===== config.mk =====
export PLATFORM = sky130hd
export DESIGN_NAME = traffic_phase_sequencer
export DESIGN_NICKNAME = d
export VERILOG_FILES = /design/src/rtl/traffic_phase_sequencer.sv
export SDC_FILE = /design/constraint.sdc
export NUM_CORES = 1
export LEC_CHECK = 0
export ABC_AREA = 0
export BUFFER_PORTS_ARGS = -buffer_cell sky130_fd_sc_hd__buf_4
export CAP_MARGIN = 20
export CORE_MARGIN = 2
export CORE_UTILIZATION = 45
export DETAILED_ROUTE_END_ITERATION = 16
export PLACE_DENSITY = 0.77
export SLEW_MARGIN = 20
export SYNTH_ARGS = -nofsm -noshare
export SYNTH_HDL_FRONTEND = slang
export SYNTH_SLANG_ARGS = --single-unit

===== constraint.sdc =====
create_clock -name clk -period 8.4 [get_ports clk]
set_input_delay 0.42 -clock clk [delete_from_list [all_inputs] [get_ports clk]]
set_output_delay 0.42 -clock clk [all_outputs]
set_load 0.01 [all_outputs]

===== src/rtl/traffic_phase_sequencer.sv =====
// Four-approach signal sequencer: N->E->S->W through GREEN, YELLOW and ALL_RED,
// with per-road green time clamped and sampled at green entry; empty roads optionally skipped.

module tps_lamp #(
  parameter logic [1:0] ROAD = 2'd0
) (
  input  logic [1:0] cur_road,
  input  logic       in_green,
  input  logic       in_yellow,
  output logic [2:0] lamp
);
  always_comb begin
    lamp = 3'b100;
    if (cur_road == ROAD) begin
      if (in_green)       lamp = 3'b001;
      else if (in_yellow) lamp = 3'b010;
    end
  end
endmodule

module traffic_phase_sequencer #(
  parameter int MIN_GREEN   = 5,
  parameter int MAX_GREEN   = 60,
  parameter int YELLOW_TIME = 3,
  parameter int ALLRED_TIME = 1,
  parameter int SKIP_EMPTY  = 1
) (
  input  logic       clk,
  input  logic       reset,
  input  logic       tick,
  input  logic [7:0] TGn,
  input  logic [7:0] TGe,
  input  logic [7:0] TGs,
  input  logic [7:0] TGw,
  output logic [1:0] next_road,
  output logic [1:0] cur_road,
  output logic [2:0] light_n,
  output logic [2:0] light_e,
  output logic [2:0] light_s,
  output logic [2:0] light_w,
  output logic       phase_start,
  output logic [7:0] timer
);
  localparam int          NUM_ROADS = 4;
  localparam logic [1:0]  S_GREEN   = 2'd0;
  localparam logic [1:0]  S_YELLOW  = 2'd1;
  localparam logic [1:0]  S_ALLRED  = 2'd2;
  localparam logic [7:0]  MIN8      = 8'(MIN_GREEN);
  localparam logic [7:0]  MAX8      = 8'(MAX_GREEN);
  localparam logic [7:0]  YEL8      = 8'(YELLOW_TIME);
  localparam logic [7:0]  AR8       = 8'(ALLRED_TIME);

  logic [1:0]                     state;
  logic [NUM_ROADS-1:0][7:0]      tg;
  logic [NUM_ROADS-1:0][2:0]      lamps;
  logic [1:0]                     sel;
  logic [1:0]                     cand;
  logic                           found;
  logic [7:0]                     tg_sel;
  logic [7:0]                     g_dur;

  assign tg = {TGw, TGs, TGe, TGn};

  // Rotation order cur+1..cur+3 then cur itself; all-empty falls back to cur+1.
  always_comb begin
    sel   = cur_road + 2'd1;
    cand  = '0;
    found = 1'b0;
    if (SKIP_EMPTY != 0) begin
      for (int k = 1; k <= NUM_ROADS; k++) begin
        cand = cur_road + 2'(k);
        if (!found && tg[cand] != 8'd0) begin
          sel   = cand;
          found = 1'b1;
        end
      end
    end
  end

  assign next_road = sel;
  assign tg_sel    = tg[sel];
  assign g_dur     = (tg_sel < MIN8) ? MIN8 : ((tg_sel > MAX8) ? MAX8 : tg_sel);

  always_ff @(posedge clk) begin
    if (reset) begin
      state       <= S_ALLRED;
      cur_road    <= 2'd3;
      timer       <= AR8;
      phase_start <= 1'b0;
    end else begin
      phase_start <= 1'b0;
      if (tick) begin
        if (timer > 8'd1) begin
          timer <= timer - 8'd1;
        end else begin
          case (state)
            S_GREEN: begin
              state <= S_YELLOW;
              timer <= YEL8;
            end
            S_YELLOW: begin
              state <= S_ALLRED;
              timer <= AR8;
            end
            default: begin
              state       <= S_GREEN;
              cur_road    <= sel;
              timer       <= g_dur;
              phase_start <= 1'b1;
            end
          endcase
        end
      end
    end
  end

  for (genvar r = 0; r < NUM_ROADS; r++) begin : g_lamp
    tps_lamp #(.ROAD(2'(r))) u_lamp (
      .cur_road  (cur_road),
      .in_green  (state == S_GREEN),
      .in_yellow (state == S_YELLOW),
      .lamp      (lamps[r])
    );
  end

  assign light_n = lamps[0];
  assign light_e = lamps[1];
  assign light_s = lamps[2];
  assign light_w = lamps[3];
endmodule


# --- Yosys cells after proc, flatten, opt, wreduce, memory -nomap -nowiden ---
# Cells that the tools add are included.
classes:
  add_sub_neg: 4
  mul: 0
  div_mod_pow: 0
  n_lt_le_gt_ge: 8
  eq_ne: 4
  n_shift: 0
  muxes: 28
  n_bitwise: 3
  n_reduce_logical: 16
op_table:
  columns: ["operator", "count"]
  rows:
  - ["$bmux 8 s2", 5]
  - ["$mux 8", 8]
  - ["$reduce_bool 8->1", 4]
  - ["$mux 3", 6]
  - ["$pmux 8 s2", 1]
  - ["$lt 2x3->1 const B", 5]
  - ["$gt 8x1->1 const B", 1]
  - ["$gt 8x6->1 const B", 1]
  - ["$lt 8x3->1 const B", 1]
  - ["$sub 8x1->8 const B", 1]
  - ["$mux 2", 3]
  - ["$add 2x2->2 const B", 2]
  - ["$eq 2x1->1 const B", 2]
  - ["$eq 2x2->1 const B", 2]
  - ["$logic_not 2->1", 2]
  - ["$mux 1", 4]
  - ["$pmux 2 s2", 1]
  - ["$logic_and 1x1->1", 3]
  - ["$logic_not 1->1", 3]
  - ["$not 1->1", 3]
  - ["$reduce_and 3->1", 1]
  - ["$reduce_or 3->1", 1]
  - ["$add 2x1->2 const B", 1]
  - ["$reduce_and 2->1", 1]
  - ["$reduce_or 2->1", 1]
word_totals:
  register_bits: 13
  latchBits: 0
  ram_bits: 0
  rom_bits: 0
  out_inout_bits: 25
  elab_cells: 67
  mem_count: 0

# --- Logic depth before layout (Yosys ltp) ---
logic_depth:
  word_depth: 21
  ltp_mapped: 12
  ltp_nobuf: 10

# --- Hierarchy ---
# From an unflattened synthesis, not the netlist that was laid out.
unflattened:
  hier_cells: 171
  hier_area_um2: 1302.5
modules_own_cells:
  columns: ["module", "instances", "cells_per_inst", "area_per_inst_um2", "seq_area_each_um2"]
  rows:
  - ["traffic_phase_sequencer", 1, 156, 1177.4, 260.2]
  - ["tps_lamp (g_lamp[1].u_lamp ...)", 2, 4, 35.0, 0.0]
  - ["tps_lamp (g_lamp[0].u_lamp)", 1, 4, 30.0, 0.0]
  - ["tps_lamp (g_lamp[3].u_lamp)", 1, 3, 25.0, 0.0]

# --- Worst setup path before layout ---
# Ideal clock, no wire load.
synth_timing:
  kind: "reg2reg"
  start: "reg cur_road[1]"
  end: "reg timer[1]"
  t_arrival_ps: 3028
  required_time_ps: 8276
  slack_ps: 5248
  stages_incl_launch_ff: 13
  synth_period_minus_slack_ps: 3152
  path_cell_list: "dfxtp_1 -> inv_1 -> ha_1 -> buf_1 -> nand3_1 -> o211ai_1 -> a21oi_1 -> o31ai_2 -> buf_6 -> mux4_2 -> or3_1 -> mux2i_1 -> o31ai_1"
synth_between:
  elab_chain_len: 21
  elab_cells_between_ends: 35
synth_lines:
  columns: ["item", "line_no", "text"]
  rows:
  - ["from (decl)", "36", "output logic [1:0] cur_road,"]
  - ["from (signal assigned)", "107", "cur_road <= sel;"]
  - ["$add 2x1->2", "66, 71", null]
  - ["$bmux 8 s2", "72", "if (!found && tg[cand] != 8'd0) begin"]
  - ["$mux 8 (implied by the code)", "72", null]
  - ["$reduce_bool 8->1", "72", null]
  - ["$mux 1", "72", null]
  - ["$logic_not 1->1", "72", null]
  - ["$logic_and 1x1->1", "72", null]
  - ["$mux 1", "72", null]
  - ["(+5 left out)", null, null]
  - ["$mux 2 (*)", "72", null]
  - ["$bmux 8 s2 (*)", "81", "assign tg_sel = tg[sel];"]
  - ["$mux 8 (implied by the code) (*)", "81", null]
  - ["$gt 8x6->1", "82", "assign g_dur = (tg_sel < MIN8) ? MIN8 : ((tg_sel > MAX8) ? MAX8 : tg_sel);"]
  - ["$mux 8", "82", null]
  - ["$mux 8 (*)", "82", null]
  - ["$pmux 8 s2 (*)", "96", "case (state)"]
  - ["$mux 8 (*)", "93", "if (timer > 8'd1) begin"]
  - ["to (signal assigned)", "94", "timer <= timer - 8'd1;"]
  - ["to (signal assigned)", "108", "timer <= g_dur;"]
  - ["to (decl)", "42", "output logic [7:0] timer"]
# Mark *: on every way between the ends. The rest lies on a longest branch, timed or not. The select of a mux whose other input is x is not followed.
# A chain may end at the register's enable or synchronous reset.

# --- Worst setup path in the final report ---
layout_timing:
  start: "reg cur_road[0]"
  end: "reg timer[1]"
# Same word-level chain as after synthesis.

==> reports/results.ini <==
[outcome]
status = finished clean

[global_routing]
grt_pass1_vias = 1436
gr-total-overflow = 0
grt_max_degree = 15
grt.total_usage_pct = 22.9
grt_pass1_wl_um = 6270
grt_antenna_before_repair = 0

[cts]
clk-insertion-delay-late_ns = 0.29
hold_buffers = 0
clock_sinks = 13
cts_resized = 0
path_clk_slew_ns = 0.08
htreeDepth = 1
post_cts_buffers = 0
cts_tree = built
cts_buffers = 3
cts-root-buf = clkbuf_4
clk_path_buf_depth = 2

[critical_path]
arrival_ns = 3.93
crit_family = compound AO/OA/AOI/OAI gates
path_class = flop to flop
max_stage_delay_ns = 0.72
end_kind = flop
critPathSlowestCell = mux4_1
reg2reg_depth = 10
cp.depth = 10
required_ns = 8.58
cp-start-kind = flop
cp.buffers_inverters = 1
path_max_fanout = 14
crit_chain = inv_1, ha_1, nand3_1, o211ai_1, a21oi_1, o31ai_4, mux4_1, or3_1, mux2i_1, o31ai_1

[floorplan]
die_y_um = 59.2
die_w_um = 59.2
rows = 20
start_util_pct = 46.0
die_area_um2 = 3500
core_area_um2 = 2980
io_pins = 60

[yosys]
synthCells = 175
async_flop_share_pct = 0
synth_area_um2 = 1370
yosys.area.top_type_share_pct = 19.0
synth-edff-count = 0
synth_flop_cell = dfxtp_1
avgSynthCellArea_um2 = 7.83
yosysTopAreaCell = dfxtp_1
synth_nets = 216
yosysWarningCount = 0
yosysSeqAreaShare_pct = 19.0
synthTopCellsByArea = dfxtp_1, mux4_2, ha_1
synth_seq_cells = 13
synthDistinctLibCells = 47

[hold_path]
hp-class = primary input to flop
worstHoldPathCells = 2

[layout]
n_antenna_cell = 0
mostFrequentLayoutCells = buf_4, nor2_1, nand3_1
fin_nets = 271
mostFrequentLayoutCell = buf_4
area_growth_pct = 34.8
drive_gt1_share_pct = 34.1

[power_and_ir_drop]
p_leak_nw = 0.808
power.density_nw_per_um2 = 308
ir_worst_vdd_mv = 0.134

[drt]
ant_nets = 0
drt_iter0_markers = 58
vias = 1572
dr.pass1.iters = 4
wl_per_cell_um = 14.2
drc = 0
viasPerCell = 6.00
wl_um = 3730

[timing]
setup_ws_ns = 4.64
finClkSkew_ns = 0.00299
fin_setup_tns_ns = 0
period_needed_ns = 3.76
worstMarginPinSlew_ns = 0.681
post-route-period-util_pct = 44.7
final_hold_viol_count = 0
slew-limit-headroom_pct = 54.6
rsz0062_at_grt = false
slew_violations = 0
max_freq_mhz = 266
setup_violations = 0

[placement]
gp_congestion = 0.947
dp_hpwl_um = 3080
post-place-ws_ns = 4.37
port_buffers = 59

[run]
cap_violations = 0

## routing by layer
metal	wire length (um)	global-route usage (%)	vias to the layer above
met2	1750	36.8	83
met5	0	0	-
met1	1590	29.5	700
met4	106	11.7	0
li1	-	-	778
met3	285	3.49	11
## report_power, final
group          internal [mW]  switching (mW)
combinational          0.189           0.212
clock                 0.0177          0.0221
sequential            0.0846          0.0429
total                  0.291           0.277
## final timing paths
check	startpoint	to	slack [ns]
setup / recovery	cur_road[0]	timer[1]	4.64
hold / removal	reset	timer[5]	0.36
setup reg to reg	cur_road[0]	timer[1]	4.64
hold reg to reg	timer[7]	timer[7]	0.59
## area by class of cell
cell class	count	area [um2]
Timing Repair Buffer	59	443
Clock buffer	3	22.5
Clock inverter	1	5.00
Sequential cell	13	260
Inverter	7	26.3
Fill cell	285	1130
Multi-Input combinational cell	146	1050
Tap cell	33	41.3
## cell families after synthesis
family | after synthesis | share of synthesized area [%]
flip-flops | 13 | 19.0
multiplexers | 12 | 13.7
AO/OA/AOI/OAI | 44 | 23.0
AND/OR/NAND/NOR | 84 | 33.7
adder cells (fa/ha/maj) | 6 | 5.48
buffers and inverters | 16 | 5.11
## per-stage QoR
step / total power, mW / area (um2) / cells / utilization [%] / hold slack (ns)
floorplan: 0.412 / 1370 / 175 / - / 0.569
global placement: 0.524 / 1810 / 258 / 60.8 / 0.573
detailed placement: 0.528 / 1810 / 258 / 60.8 / 0.575
CTS: 0.569 / 1840 / 262 / 61.7 / 0.350
global route: 0.622 / 1850 / 262 / 62.0 / 0.365
finish: 0.568 / 1850 / 262 / 62.0 / 0.361
## registers in the layout, summed over array words and instances, names as in the netlist
| register | count |
|---|---|
| timer | 8 |
| phase_start | 1 |
| state | 2 |
| cur_road | 2 |
## synthesized netlist by cell type (3+ instances only)
| master | instances |
|---|---|
| nor2_1 | 19 |
| nand3_1 | 14 |
| dfxtp_1 | 13 |
| nand2_1 | 13 |
| nor3_1 | 13 |
| a21oi_1 | 12 |
| inv_1 | 7 |
| ha_1 | 6 |
| mux2i_1 | 6 |
| nor4_1 | 5 |
| clkbuf_1 | 4 |
| mux4_2 | 4 |
| nand2b_1 | 4 |
| o211ai_1 | 4 |
| o21ai_1 | 4 |
| or3_1 | 4 |
| o21ai_0 | 3 |
Power figures use the tool's default switching activity.
